File: src/rtl/ssd_view_ctrl.sv
`timescale 1ns/1ps
// ---------------------------------------------------------------------------
// ssd_view_ctrl
//
// Selection controller for the seven-segment debug display path. Produces the
// 4-bit source select for the external debug display multiplexer and
// registers the multiplexer output into a stable display value.
//
// The selection moves in two ways:
//    - Two raw push-buttons step it forward or back. Each button is
//      synchronized and debounced, and steps on the press only.
//    - Auto mode cycles through the sources, dwelling DWELL_CYCLES clocks on
//      each one.
// freeze holds the selection, the dwell count and the display value so a
// value can be inspected.
//
// Parameters:
//    NUM_SRC       number of selectable sources (2..16); sel wraps in
//                  0..NUM_SRC-1
//    DWELL_CYCLES  clocks spent on each source in auto mode (>= 2)
//    DEB_CYCLES    consecutive stable cycles needed to accept a button
//                  level change (>= 2)
//
// Ports:
//    clk          system clock, rising edge
//    rst_n        synchronous active-low reset
//    btn_next     raw asynchronous button, steps sel up on press
//    btn_prev     raw asynchronous button, steps sel down on press
//    auto_en      level, enables auto-cycling
//    freeze       level, holds sel, dwell count and ssd_val
//    ssd_in       multiplexer output for the current sel
//    sel          registered source select
//    ssd_val      registered display value
//    sel_changed  one-cycle pulse while sel shows a new value
//    frozen       registered copy of freeze
// ---------------------------------------------------------------------------
module ssd_view_ctrl #(
   parameter int NUM_SRC      = 12,
   parameter int DWELL_CYCLES = 100000000,
   parameter int DEB_CYCLES   = 1000000
) (
   input  logic        clk,
   input  logic        rst_n,
   input  logic        btn_next,
   input  logic        btn_prev,
   input  logic        auto_en,
   input  logic        freeze,
   input  logic [12:0] ssd_in,
   output logic [3:0]  sel,
   output logic [12:0] ssd_val,
   output logic        sel_changed,
   output logic        frozen
);

   // Counter widths. The debounce counter only has to hold DEB_CYCLES-1.
   // The dwell counter only has to hold DWELL_CYCLES-1.
   localparam int DEB_W   = $clog2(DEB_CYCLES);
   localparam int DWELL_W = $clog2(DWELL_CYCLES);

   localparam logic [DEB_W-1:0]   DEB_LAST   = DEB_W'(DEB_CYCLES - 1);
   localparam logic [DEB_W-1:0]   DEB_ONE    = DEB_W'(1);
   localparam logic [DWELL_W-1:0] DWELL_LAST = DWELL_W'(DWELL_CYCLES - 1);
   localparam logic [DWELL_W-1:0] DWELL_ONE  = DWELL_W'(1);
   localparam logic [3:0]         SEL_MAX    = 4'(NUM_SRC - 1);

   // Bit 0 of each per-button vector belongs to btn_next.
   // Bit 1 belongs to btn_prev.
   logic [1:0]         sync1_q, sync1_d;
   logic [1:0]         sync2_q, sync2_d;
   logic [1:0]         deb_q, deb_d;
   logic [1:0]         deb_dly_q, deb_dly_d;
   logic [DEB_W-1:0]   deb_cnt_q [2];
   logic [DEB_W-1:0]   deb_cnt_d [2];
   logic [1:0]         step;

   logic [3:0]         sel_q, sel_d;
   logic [DWELL_W-1:0] dwell_q, dwell_d;
   logic [12:0]        ssd_val_q, ssd_val_d;
   logic               sel_changed_q, sel_changed_d;
   logic               frozen_q, frozen_d;

   logic               step_next;
   logic               step_prev;
   logic [3:0]         sel_inc;
   logic [3:0]         sel_dec;

   // Button front end. Each raw button passes through a two-stage
   // synchronizer. The debounced level changes only after the synchronized
   // input has differed from it for DEB_CYCLES consecutive cycles. Any cycle
   // where the input agrees again clears the count, so short glitches are
   // dropped completely.
   always_comb begin
      sync1_d   = {btn_prev, btn_next};
      sync2_d   = sync1_q;
      deb_d     = deb_q;
      deb_dly_d = deb_q;
      for (int i = 0; i < 2; i++) begin
         deb_cnt_d[i] = '0;
         if (sync2_q[i] != deb_q[i]) begin
            if (deb_cnt_q[i] == DEB_LAST) begin
               deb_d[i] = sync2_q[i];
            end else begin
               deb_cnt_d[i] = deb_cnt_q[i] + DEB_ONE;
            end
         end
      end
   end

   // A step is the rising edge of the debounced level, so holding or
   // releasing a button never produces a step.
   assign step      = deb_q & ~deb_dly_q;
   assign step_next = step[0];
   assign step_prev = step[1];

   // Wrapping neighbours of the current selection.
   assign sel_inc = (sel_q == SEL_MAX) ? 4'd0 : sel_q + 4'd1;
   assign sel_dec = (sel_q == 4'd0) ? SEL_MAX : sel_q - 4'd1;

   // Selection, dwell and display update.
   // freeze takes priority and also throws away any step pulse seen in that
   // cycle. A single button step wins over the auto advance and restarts the
   // dwell period. Opposite steps in the same cycle cancel each other.
   // If that happens exactly when the dwell runs out, the advance is
   // suppressed but the dwell still restarts, so the counter never runs past
   // its terminal value.
   // Leaving auto mode clears the dwell, so re-enabling it always starts a
   // full period.
   always_comb begin
      sel_d     = sel_q;
      dwell_d   = dwell_q;
      ssd_val_d = ssd_val_q;
      if (!freeze) begin
         ssd_val_d = ssd_in;
         if (step_next ^ step_prev) begin
            sel_d   = step_next ? sel_inc : sel_dec;
            dwell_d = '0;
         end else if (!auto_en) begin
            dwell_d = '0;
         end else if (dwell_q == DWELL_LAST) begin
            dwell_d = '0;
            if (!(step_next && step_prev)) begin
               sel_d = sel_inc;
            end
         end else begin
            dwell_d = dwell_q + DWELL_ONE;
         end
      end
      sel_changed_d = (sel_d != sel_q);
      frozen_d      = freeze;
   end

   // State registers. Reset is synchronous and overrides everything,
   // including a debounce or dwell that is part way through.
   always_ff @(posedge clk) begin
      if (!rst_n) begin
         sync1_q       <= '0;
         sync2_q       <= '0;
         deb_q         <= '0;
         deb_dly_q     <= '0;
         deb_cnt_q[0]  <= '0;
         deb_cnt_q[1]  <= '0;
         sel_q         <= '0;
         dwell_q       <= '0;
         ssd_val_q     <= '0;
         sel_changed_q <= 1'b0;
         frozen_q      <= 1'b0;
      end else begin
         sync1_q       <= sync1_d;
         sync2_q       <= sync2_d;
         deb_q         <= deb_d;
         deb_dly_q     <= deb_dly_d;
         deb_cnt_q[0]  <= deb_cnt_d[0];
         deb_cnt_q[1]  <= deb_cnt_d[1];
         sel_q         <= sel_d;
         dwell_q       <= dwell_d;
         ssd_val_q     <= ssd_val_d;
         sel_changed_q <= sel_changed_d;
         frozen_q      <= frozen_d;
      end
   end

   assign sel         = sel_q;
   assign ssd_val     = ssd_val_q;
   assign sel_changed = sel_changed_q;
   assign frozen      = frozen_q;

endmodule
File: config.mk
export PLATFORM = sky130hd
export DESIGN_NAME = ssd_view_ctrl
export DESIGN_NICKNAME = d
export VERILOG_FILES = /design/src/rtl/ssd_view_ctrl.sv
export SDC_FILE = /design/constraint.sdc
export NUM_CORES = 1
export LEC_CHECK = 0
export ABC_AREA = 1
export BUFFER_PORTS_ARGS = -buffer_cell sky130_fd_sc_hd__buf_2
export CORE_MARGIN = 5
export CORE_UTILIZATION = 59
export DETAILED_ROUTE_END_ITERATION = 8
export GPL_TIMING_DRIVEN = 1
export PLACE_DENSITY = 0.79
export SYNTH_ARGS = -nofsm -noshare
export SYNTH_HDL_FRONTEND = slang
export SYNTH_SLANG_ARGS = --single-unit
File: constraint.sdc
create_clock -name clk -period 2.4 [get_ports clk]
set_clock_uncertainty 0.1 [all_clocks]
set_input_delay 0.12 -clock clk [delete_from_list [all_inputs] [get_ports clk]]
set_output_delay 0.12 -clock clk [all_outputs]
set_load 0.03 [all_outputs]
After elaboration in Yosys (flattened, before gate mapping)
Memory sizes are Yosys's and may differ from the RTL's.
Index checks and enable logic that the tools add are counted.
{"block": "classes", "n_eq_ne": 7, "bitwise_logic": 5, "n_reduce_logical": 4, "muxes": 19, "n_addsub": 5}
{"operator": "two-way mux 20 bit", "n": 6}
{"operator": "two-way mux 27 bit", "n": 3}
{"operator": "adder 20 x 1 -> 20 bit, second input constant", "n": 2}
{"operator": "equality test 20 bit, second input constant", "n": 2}
{"operator": "two-way mux 4 bit", "n": 8}
{"operator": "adder 27 x 1 -> 27 bit, second input constant", "n": 1}
{"operator": "equality test 27 bit, second input constant", "n": 1}
{"operator": "adder 4 x 1 -> 4 bit, second input constant", "n": 1}
{"operator": "equality test 4 bit, second input constant", "n": 1}
{"operator": "zero test 4 bit", "n": 1}
{"operator": "!= test 4 bit", "n": 1}
{"operator": "AND reduction 2 bit", "n": 2}
{"operator": "subtractor 4 x 1 -> 4 bit, second input constant", "n": 1}
{"operator": "bitwise AND 2 bit", "n": 1}
{"operator": "two-way mux 1 bit", "n": 2}
{"operator": "!= test 1 bit", "n": 2}
{"operator": "NOT 2 bit", "n": 1}
{"operator": "bitwise OR 1 bit", "n": 2}
{"operator": "logical AND 1 bit", "n": 1}
{"operator": "XOR 1 bit", "n": 1}
{"block": "word_totals", "n_memories": 1, "word_cells": 51, "register_bits": 54, "ramBits": 40, "in_bits": 19, "output_inout_bits": 19}
{"name": "deb_cnt_q", "words": 2, "word_bits": 20, "read_ports": 2, "rd_ports_with_merged_regs": 0, "wr": 2, "line": "72", "rtl": "logic [DEB_W-1:0] deb_cnt_q [2];"}

Depth between registers and ports, before layout
Gate-level depths: netlist of run 1.
{"block": "depth", "ltp_word": 9, "ltp_mapped": 14}

Worst setup path after synthesis of run 1
Ideal clock, no wire load.
{"block": "synth_path", "path_type": "reg-to-reg", "startpoint": "reg sel_q[0] (netlist: sel[0])", "endpoint": "reg sel_changed_q (netlist: sel_changed)", "path_stages_with_launch": 12, "period_less_slack_ns": 1.924, "path_buffers": 0, "slack_ns": 0.476, "arrival_ns": 1.704, "setup_time_ns": 0.120, "cell_sequence": "dfxtp_1 inv_1 ha_1 xor2_1 nand2_1 nand2_1 inv_1 nand2_1 nand3_1 nand2_1 nor2_1 a21oi_1"}
{"block": "synth_via", "elab_chain_cells": 8}
{"item": "start, declared", "line": "76", "rtl": "logic [3:0] sel_q, sel_d;"}
{"item": "start signal, assigned", "line": "174", "rtl": "sel_q <= sel_d;"}
{"item": "adder 4 x 1 -> 4 bit or equality test 4 bit (tied branches)", "line": "116", "rtl": "assign sel_inc = (sel_q == SEL_MAX) ? 4'd0 : sel_q + 4'd1;"}
{"item": "two-way mux 4 bit", "line": "116"}
{"item": "two-way mux 4 bit", "line": "141", "rtl": "if (!(step_next && step_prev)) begin"}
{"item": "two-way mux 4 bit", "line": "139", "rtl": "end else if (dwell_q == DWELL_LAST) begin"}
{"item": "two-way mux 4 bit", "line": "137", "rtl": "end else if (!auto_en) begin"}
{"item": "two-way mux 4 bit", "line": "134", "rtl": "if (step_next ^ step_prev) begin"}
{"item": "two-way mux 4 bit", "line": "132", "rtl": "if (!freeze) begin"}
{"item": "!= test 4 bit *", "line": "148", "rtl": "sel_changed_d = (sel_d != sel_q);"}
{"item": "end signal, assigned", "line": "177", "rtl": "sel_changed_q <= sel_changed_d;"}
{"item": "end, declared", "line": "79", "rtl": "logic sel_changed_q, sel_changed_d;"}
Mark *: on every way between the ends. The rest lies on a longest branch, timed or not.
A chain may end at the register's enable or synchronous reset.

Worst setup path after layout of run 1
{"block": "layout_path", "startpoint": "reg deb_q[0] (netlist: deb_dly_d[0])", "endpoint": "reg dwell_q[9]"}
{"block": "layout_via", "elab_chain_cells": 3}
{"item": "start, declared", "line": "70", "rtl": "logic [1:0] deb_q, deb_d;"}
{"item": "start signal, assigned", "line": "158", "rtl": "deb_q <= '0;"}
{"item": "start signal, assigned", "line": "170", "rtl": "deb_q <= deb_d;"}
{"item": "bitwise AND 2 bit", "line": "111", "rtl": "assign step = deb_q & ~deb_dly_q;"}
{"item": "XOR 1 bit", "line": "134"}
{"item": "two-way mux 27 bit", "line": "134"}
{"item": "end signal, assigned", "line": "175", "rtl": "dwell_q <= dwell_d;"}
{"item": "end, declared", "line": "77", "rtl": "logic [DWELL_W-1:0] dwell_q, dwell_d;"}
No other way between the ends.

==> results of run 1 <==
[power groups by stage]
stage / Combinational, W / Clock (W) / Sequential, W
after floorplan: 0.0000852 / 0 / 0.00167
after global placement: 0.000179 / 0 / 0.00163
after detailed placement: 0.000183 / 0 / 0.00164
after CTS: 0.000204 / 0.00111 / 0.00160
after global routing: 0.000226 / 0.00117 / 0.00160
final: 0.000205 / 0.00108 / 0.00160
[critical path: cells and delay by family (launching register included)]
kind | cells | cell delay (ns)
simple gates | 5 | 0.74
flops | 1 | 0.37
fa+ha+maj | 1 | 0.34
buf+inv | 2 | 0.25
compound gates | 2 | 0.23
[cell type report]
cell class / instances / area [um^2] / area share (%)
clock inverters: 5 / 57.6 / 1.12
multi-input cells: 430 / 2250 / 43.7
inverters: 81 / 304 / 5.90
clock buffers: 11 / 151 / 2.94
well taps: 99 / 124 / 2.40
flip-flops and latches: 94 / 1880 / 36.5
repair buffers: 58 / 383 / 7.43
[cells in the mapped netlist (all sizes together), types with 3 or more instances]
library cell / n / area (um^2)
nand2: 115 / 449
nor2: 110 / 455
dfxtp: 94 / 1880
inv: 80 / 300
nand3: 36 / 190
o21ai: 30 / 150
nor3: 25 / 140
a21oi: 22 / 110
xor2: 17 / 149
nand4: 14 / 87.6
nor4: 12 / 103
xnor2: 9 / 78.8
buf: 8 / 41.3
nor3b: 8 / 65.1
clkbuf: 6 / 22.5
ha: 6 / 75.1
a211oi: 5 / 37.5
a31oi: 4 / 25.0
o211a: 3 / 30.0
o21a: 3 / 22.5
[per-layer routing]
layer	wire length, um	global-route usage (%)	vias to the layer above
li1	-	-	2126
met1	4420	25.9	1870
met2	4670	37.4	97
met3	447	4.38	15
met4	131	6.92	0
met5	0	0	-
[worst paths after layout]
| check | cells past startpoint | slack, ns | startpoint | to |
|---|---|---|---|---|
| worst min-delay path | 3 | 0.1 | rst_n | sync2_q[1]$_SDFF_PN0_ |
| worst max-delay path | 10 | 0.31 | deb_dly_d[0]$_SDFFE_PN0P_ | dwell_q[9]$_SDFFE_PN0N_ |
| worst max register to register | 10 | 0.31 | deb_dly_d[0]$_SDFFE_PN0P_ | dwell_q[9]$_SDFFE_PN0N_ |
| worst min register to register | 2 | 0.32 | sync1_q[1]$_SDFF_PN0_ | sync2_q[1]$_SDFF_PN0_ |
[through the flow]
step / utilization, % / total power [W] / area, um^2
2_1_floorplan: - / 0.00176 / 4500
3_3_place_gp: 65.3 / 0.00181 / 4790
3_5_place_dp: 65.3 / 0.00182 / 4790
4_1_cts: 70.3 / 0.00291 / 5150
5_1_grt: 70.3 / 0.00300 / 5150
6_report: 70.3 / 0.00288 / 5150
[flip-flops by register name, summed over array words and instances, names as in the netlist]
name	flops
deb_cnt_q	40
deb_dly_d	2
deb_dly_q	2
dwell_q	27
frozen	1
sel	4
sel_changed	1
ssd_val	13
sync1_q	2
sync2_q	2
[what timing repair did]
action | 4_1_cts | 5_1_grt
hold endpoints to repair | 17 | 0
hold buffers | 16 | 0
buffers inserted | 0 | 0
[kinds of logic after synthesis]
group | Yosys count
compound gates | 74
buf+inv | 95
flops | 94
fa+ha+maj | 6
xor+xnor | 26
simple gates | 324
==> flow_metrics.tcl, run 1 <==
set metrics [dict create \
    status "completed" \
    grt_pass1_vias 3931 \
    ant_nets 0 \
    start_util_pct 61.4 \
    synthXorXnorAreaFrac_pct 5.06 \
    final_nets 699 \
    p_leak_nw 2.15 \
    relSlewSlack_pct 56.0 \
    final_common_cell "nand2_1" \
    cp.arrival_ns 2.28 \
    cts_sinks 94 \
    cts_root_buffer "clkbuf_8" \
    core-area_mm2 0.00733 \
    ys_seq_elements 94 \
    synth_edf_count 0 \
    initialDrtViolationCount 182 \
    drt-wirelength-per-cell_um 12.4 \
    end_kind "flop" \
    holdCritPathClass "in -> reg" \
    finalNonFillerCells 778 \
    grt_start_max_net_pins 29 \
    max_slew.worst_pin.slew_ns 0.659 \
    synth_cell_types 43 \
    criticalPathCategory "reg -> reg" \
    avgSynthCellArea_um2 7.27 \
    power_frac_clock_pct 37.4 \
    critPathMaxStageDelay_ns 0.37 \
    synth-simple-area-share_pct 33.7 \
    synthAdderAreaFrac_pct 1.67 \
    final_layout_size_suffix_gt1_share_pct 13.4 \
    netlist_instances 619 \
    synth-async-reset-ratio_pct 0 \
    first_pass_iters 5 \
    clock_latency_ns 0.37 \
    dpl.hpwl_um 6990 \
    worst_path_max_delay_cell "dfxtp_1" \
    fp.dieW_um 97.4 \
    vias 4108 \
    overflow 0 \
    num_io_pins 38 \
    synth_top_flop_cell "dfxtp_1" \
    wirelength_um 9670 \
    setup_viol 0 \
    grt_pass1_wl_um 17200 \
    final_cell_mix "nand2_1 (108), nor2_1 (97), dfxtp_1 (94)" \
    synth_top_family_by_area "simple AND/OR/NAND/NOR gates" \
    syn_area_mm2 0.00450 \
    drc_errors 0 \
    yosysWarnings 0 \
    path_cells "inv_1 > nor2_2 > ha_1 > nor2_1 > nand2_1 > nand2_1 > nand2_2 > inv_1 > o21ai_0 > a21oi_1" \
    cts_buffer_depth 2 \
    hold_ws_ns 0.0997 \
    antenna_found_initial 0 \
    syn_to_final_growth_pct 14.5 \
    comb_power_share_pct 7.1 \
    vdd_drop_max_v 0.000383 \
    cts_buffers 9 \
    rsz0062_at_grt "no" \
    synthesis.nets 644 \
    p_int_w 0.00219 \
    routed_via_density 5.28 \
    gp_congestion 0.947 \
    fin_crit_ns 2.09 \
    finalMaxSlewViolations 0 \
    antenna_cells 0 \
    layout_worst_path_cycle_share_pct 87.0 \
    h-tree-depth 3 \
    synth_compound_area_share_pct 9.61 \
    setup-tns-final_ns 0 \
    crit_fanout 6 \
    cp-start-kind "flop" \
    post-place-cells 746 \
    power_frac_seq_pct 55.4 \
    synthMuxAreaShare_pct 0 \
    grt_usage_pct 21.3 \
    maxCapViolCount 0 \
    die_area_mm2 0.00948 \
    fillers 606 \
    seq_area_frac_synth_pct 41.8 \
    rows 31 \
    port_buffers 37 \
    hold_viol_final 0 \
    swShare_pct 23.9 \
    clk_pin_slew_worst_paths_ns 0.09 \
    cts_resized 0 \
    switching_power_w 0.000690 \
    cts_tree "built" \
    power.density_mw_per_mm2 559 \
    cp.required_ns 2.59 \
    setup_ws_ns 0.312 \
    die_h_um 97.4 \
    place_ws_ns 0.328 \
    fmax_mhz 479 \
]
Power figures use the tool's default switching activity.
==> run 2, diff against run 1 <==
--- a/config.mk
+++ b/config.mk
@@ -5,7 +5,6 @@
 export SDC_FILE = /design/constraint.sdc
 export NUM_CORES = 1
 export LEC_CHECK = 0
-export ABC_AREA = 1
 export BUFFER_PORTS_ARGS = -buffer_cell sky130_fd_sc_hd__buf_2
 export CORE_MARGIN = 5
 export CORE_UTILIZATION = 59
==> flow_metrics.tcl, run 2 <==
set metrics [dict create \
    gp_congestion 0.917 \
    path_cells "nand2b_1 > inv_1 > ha_1 > a311oi_4 > or4b_1 > a31oi_1" \
    num_io_pins 38 \
    placed_area_mm2 0.00460 \
    grt_start_max_net_pins 30 \
    r2r_cells 6 \
    setup-tns-final_ns 0 \
    maxCapViolCount 0 \
    finalMaxSlewViolations 0 \
    critPathMaxStageDelay_ns 0.48 \
    synth-async-reset-ratio_pct 0 \
    overflow 0 \
    synth_cell_types 52 \
    seq_area_frac_synth_pct 44.0 \
    cts_tree "built" \
    final_util_pct 69.9 \
    setup_viol 0 \
    p_leak_nw 1.86 \
    h-tree-depth 3 \
    grt_pass1_wl_um 15000 \
    core-area_mm2 0.00718 \
    worst_path_max_delay_cell "or4b_1" \
    power.density_mw_per_mm2 629 \
    grt_pass1_vias 3448 \
    end_kind "flop" \
    antenna_cells 0 \
    crit_family "simple AND/OR/NAND/NOR gates" \
    criticalPathCategory "reg -> reg" \
    start_util_pct 59.6 \
    finalNonFillerCells 648 \
    cp.arrival_ns 2.37 \
    crit_fanout 7 \
    hold_end "dwell_q[2]$_SDFFE_PN0N_" \
    antenna_found_initial 0 \
    cts_root_buffer "clkbuf_8" \
    initialDrtViolationCount 133 \
    post-place-cells 617 \
    cp-start-kind "flop" \
    drt-wirelength-per-cell_um 13.4 \
    netlist_instances 485 \
    syn_area_mm2 0.00428 \
    die_area_mm2 0.00906 \
    synth_edf_count 0 \
    synth_top_flop_cell "dfxtp_1" \
    drc_errors 0 \
    synth_top_area_share_pct 44.0 \
    cts_sinks 94 \
    holdCritPathClass "in -> reg" \
    r2r_slack_ns 0.21 \
    yosysWarnings 0 \
    status "completed" \
    routed_via_density 5.48 \
    syn_to_final_growth_pct 17.2 \
    rows 31 \
    synth_common_cells "nor2_1 (96), dfxtp_1 (94), xnor2_1 (32)" \
    crit_buf_inv 1 \
    postLayoutCellArea_mm2 0.00501 \
    final_common_cell "nor2_1" \
    grt-busiest-layer "met2" \
    grtUsageMet2_pct 35.2 \
    first_pass_iters 4 \
    synth_area_leaders "dfxtp_1 (44%), nor2_1 (8.4%), xnor2_1 (6.5%)" \
    grt_use_met1_pct 25.0 \
    layout_worst_path_cycle_share_pct 91.2 \
    clock_latency_ns 0.35 \
    rsz0062_at_grt "no" \
    vdd_drop_max_v 0.000462 \
    max_slew.worst_pin.slew_ns 0.477 \
    die_h_um 95.2 \
    synth_top_cell_by_area "dfxtp_1" \
    cts_buffer_depth 2 \
    largest_reg_flops 40 \
    final_nets 569 \
    grt_usage_pct 20.6 \
    whs_path_depth 4 \
    timing.rr.start "deb_dly_q[0]$_SDFF_PN0_" \
    avgSynthCellArea_um2 8.82 \
    fin_crit_ns 2.19 \
    vias 3548 \
    final_cell_mix "nor2_1 (96), dfxtp_1 (94), buf_2 (37)" \
    hold_ws_ns 0.0362 \
    fmax_mhz 457 \
    ant_nets 0 \
    cp.required_ns 2.58 \
    hold_viol_final 0 \
    final_layout_size_suffix_gt1_share_pct 13.5 \
    cts_buffers 9 \
    port_buffers 37 \
    wirelength_um 8690 \
    clk_pin_slew_worst_paths_ns 0.09 \
    regMostFlops "deb_cnt_q" \
    min-delay-start "freeze" \
    cts_setup_buffers 0 \
    cts_resized 0 \
    relSlewSlack_pct 67.9 \
    dpl.hpwl_um 5980 \
    ys_seq_elements 94 \
    synthesis.nets 510 \
    fp.dieW_um 95.2 \
    rr_endpoint "dwell_q[17]$_SDFFE_PN0N_" \
    synth.most_common_cell "nor2_1" \
    grt_util_met3_pct 5.84 \
]
[run 2: cell count changes after synthesis, moves of 7 or more]
cell | previous run | this run
nand2_1 | 108 | 30
inv_1 | 77 | 16
xnor2_1 | 9 | 32
o21ai_0 | 30 | 9
mux2i_1 | 0 | 18
a21oi_1 | 22 | 6
xor2_1 | 17 | 27
nor2_2 | 11 | 3
nor3_1 | 22 | 14
and2_1 | 0 | 7
nand2_2 | 7 | 0
nor3b_1 | 7 | 0
[run 2: report_power, final]
group          leakage [nW]  internal [W]  switching (W)
Clock                 0.134      0.000803       0.000550
Combinational         0.960     0.0000796       0.000117
Sequential            0.761       0.00158      0.0000205
Total                  1.86       0.00246       0.000688
[run 2: logic make-up (layout without fill, tap and decap cells)]
| logic type | count (synthesis) | after routing | synth area share [%] |
|---|---|---|---|
| flip-flops | 94 | 94 | 44.0 |
| buffers and inverters | 31 | 95 | 3.30 |
| AO/OA/AOI/OAI | 32 | 32 | 5.50 |
| multiplexers | 18 | 18 | 4.21 |
| XOR/XNOR | 59 | 59 | 12.1 |
| adder cells (fa/ha/maj) | 6 | 6 | 1.75 |
| AND/OR/NAND/NOR | 245 | 245 | 29.2 |
[run 2: timing repair]
action / in CTS / in global routing
hold buffers: 15 / 0
endpoints found under the hold margin: 15 / 0
endpoints found under the setup margin: 0 / 1
[run 2: final cells by class]
class / count / area (um^2)
multi-input combinational: 360 / 2260
fill: 556 / 2160
sequential: 94 / 1880
timing repair buffer: 62 / 423
clock inverter: 7 / 143
clock buffer: 9 / 124
tap: 99 / 124
inverter: 17 / 63.8
[run 2: worst max-delay path by stage]
stage | from | endpoint | slack, ns | depth (start not counted)
detailed placement | deb_dly_d[0]$_SDFFE_PN0P_ | dwell_q[17]$_SDFFE_PN0N_ | 0.17 | 6
global route | deb_dly_d[0]$_SDFFE_PN0P_ | dwell_q[17]$_SDFFE_PN0N_ | 0.04 | 6
floorplan | deb_dly_d[0]$_SDFFE_PN0P_ | dwell_q[17]$_SDFFE_PN0N_ | 0.19 | 7
global placement | deb_dly_q[0]$_SDFF_PN0_ | dwell_q[17]$_SDFFE_PN0N_ | 0.27 | 6
CTS | deb_dly_q[0]$_SDFF_PN0_ | dwell_q[17]$_SDFFE_PN0N_ | 0.18 | 6
finish | deb_dly_q[0]$_SDFF_PN0_ | dwell_q[17]$_SDFFE_PN0N_ | 0.21 | 6
[run 2: worst register-to-register path: stages (launching register included)]
cell and delay (ns):
dfxtp_1 0.34, nand2b_1 0.15, inv_1 0.10, ha_1 0.42, a311oi_4 0.37, or4b_1 0.48, a31oi_1 0.17
[run 2: routing by layer]
layer / routed length (um) / vias up / share of wire [%]
met5: 0 / - / 0
met3: 407 / 12 / 4.7
met1: 3950 / 1664 / 45
met2: 4220 / 82 / 49
met4: 111 / 0 / 1.3
li1: - / 1790 / -
[run 2: through the flow]
stage / setup WS [ns] / total power (W)
after floorplan: 0.186 / 0.00176
after global placement: 0.272 / 0.00181
after detailed placement: 0.174 / 0.00181
after CTS: 0.181 / 0.00318
after global routing: 0.0437 / 0.00327
final: 0.211 / 0.00315
==> run 3, diff against run 2 <==
--- a/config.mk
+++ b/config.mk
@@ -9,8 +9,10 @@
 export CORE_MARGIN = 5
 export CORE_UTILIZATION = 59
 export DETAILED_ROUTE_END_ITERATION = 8
+export GPL_ROUTABILITY_DRIVEN = 0
 export GPL_TIMING_DRIVEN = 1
 export PLACE_DENSITY = 0.79
+export RECOVER_POWER = 50
 export SYNTH_ARGS = -nofsm -noshare
 export SYNTH_HDL_FRONTEND = slang
 export SYNTH_SLANG_ARGS = --single-unit
==> flow_metrics.tcl, run 3 (synthesis gave the netlist of run 2 again) <==
set metrics [dict create \
    core-area_mm2 0.00718 \
    setup-tns-final_ns 0 \
    fin_crit_ns 2.19 \
    whs_path_depth 4 \
    final_layout_size_suffix_gt1_share_pct 9.29 \
    p_total_w 0.00315 \
    end_kind "flop" \
    cts_setup_buffers 0 \
    rows 31 \
    max_slew.worst_pin.slew_ns 0.696 \
    final_common_cell "nor2_1" \
    largest_reg_flops 40 \
    maxCapViolCount 0 \
    antenna_cells 0 \
    cp-start-kind "flop" \
    h-tree-depth 3 \
    cts_tree "built" \
    hold_viol_final 0 \
    initialDrtViolationCount 141 \
    cts_buffers 9 \
    cts_buffer_depth 2 \
    holdCritPathClass "in -> reg" \
    antenna_found_initial 0 \
    num_io_pins 38 \
    grt_start_max_net_pins 30 \
    fmax_mhz 456 \
    postLayoutCellArea_mm2 0.00498 \
    start_util_pct 59.6 \
    die_area_mm2 0.00906 \
    cts_root_buffer "clkbuf_8" \
    p_leak_nw 1.77 \
    criticalPathCategory "reg -> reg" \
    overflow 0 \
    grt_pass1_vias 3448 \
    cp.arrival_ns 2.37 \
    grt_pass1_wl_um 15000 \
    setup_viol 0 \
    placed_area_mm2 0.00460 \
    vdd_drop_max_v 0.000454 \
    dpl.hpwl_um 5980 \
    die_h_um 95.2 \
    cp.required_ns 2.58 \
    r2r_cells 6 \
    crit_fanout 7 \
    power.density_mw_per_mm2 632 \
    drt-wirelength-per-cell_um 13.4 \
    clk_pin_slew_worst_paths_ns 0.09 \
    relSlewSlack_pct 53.6 \
    final_nets 569 \
    finalMaxSlewViolations 0 \
    routed_via_density 5.47 \
    fp.dieW_um 95.2 \
    layout_worst_path_cycle_share_pct 91.4 \
    port_buffers 37 \
    ant_nets 0 \
    drc_errors 0 \
    vias 3545 \
    wirelength_um 8690 \
    rsz0062_at_grt "no" \
    status "completed" \
    syn_to_final_growth_pct 16.4 \
    cts_sinks 94 \
    grt_usage_pct 20.6 \
    regMostFlops "deb_cnt_q" \
    first_pass_iters 4 \
    final_cell_mix "nor2_1 (97), dfxtp_1 (94), xnor2_1 (32)" \
    clock_latency_ns 0.35 \
]
==> run 3: cell types whose count changed in the layout (fill, tap and decap cells not counted), sizes merged <==
cell,before,now
buf,47,25
clkbuf,9,31
==> run 3: metal layers <==
metal,wire length [um],part of all wire [%],GRT usage [%],vias to the layer above
li1,-,-,-,1785
met1,3910,45,25.0,1666
met2,4250,49,35.2,84
met3,434,5.0,5.84,10
met4,104,1.2,6.73,0
met5,0,0,0,-
==> run 3: final timing paths <==
| kind | startpoint | slack, ns | to |
|---|---|---|---|
| worst max-delay path | deb_dly_q[0]$_SDFF_PN0_ | 0.21 | dwell_q[17]$_SDFFE_PN0N_ |
| worst max register to register | deb_dly_q[0]$_SDFF_PN0_ | 0.21 | dwell_q[17]$_SDFFE_PN0N_ |
| worst min register to register | sync1_q[1]$_SDFF_PN0_ | 0.35 | sync2_q[1]$_SDFF_PN0_ |
| worst min-delay path | freeze | 0.04 | dwell_q[2]$_SDFFE_PN0N_ |
==> run 3: area by class of cell <==
type	count	area (um^2)
fill	573	2200
sequential	94	1880
timing repair buffer	62	390
clock buffer	9	124
tap	99	124
clock inverter	7	143
multi-input combinational	360	2250
inverter	17	63.8
==> run 3: where the power goes <==
| group | internal [W] | switching, W |
|---|---|---|
| sequential | 0.00158 | 0.0000211 |
| combinational | 0.0000727 | 0.000118 |
| clock | 0.000803 | 0.000549 |
==> run 3: per-stage QoR <==
stage | setup slack [ns] | instances | utilization, % | hold slack, ns
6_report | 0.205 | 648 | 69.4 | 0.0358
5_1_grt | 0.0367 | 648 | 69.4 | 0.0407
4_1_cts | 0.181 | 648 | 69.9 | 0.0107
3_5_place_dp | 0.174 | 617 | 64.1 | 0.235
3_3_place_gp | 0.272 | 617 | 64.1 | 0.232
2_1_floorplan | 0.186 | 485 | - | 0.147
==> run 3: worst max-delay path: stages, from the launching register on <==
cell	delay, ns
dfxtp_1	0.34
nand2b_1	0.15
inv_1	0.10
ha_1	0.42
a311oi_4	0.36
or4b_1	0.48
a31oi_1	0.17
==> run 3: what timing repair did <==
action                     in CTS  in global routing
resized for setup               0                  0
hold buffers                   15                  0
setup endpoints to repair       0                  1
hold endpoints to repair       15                  0
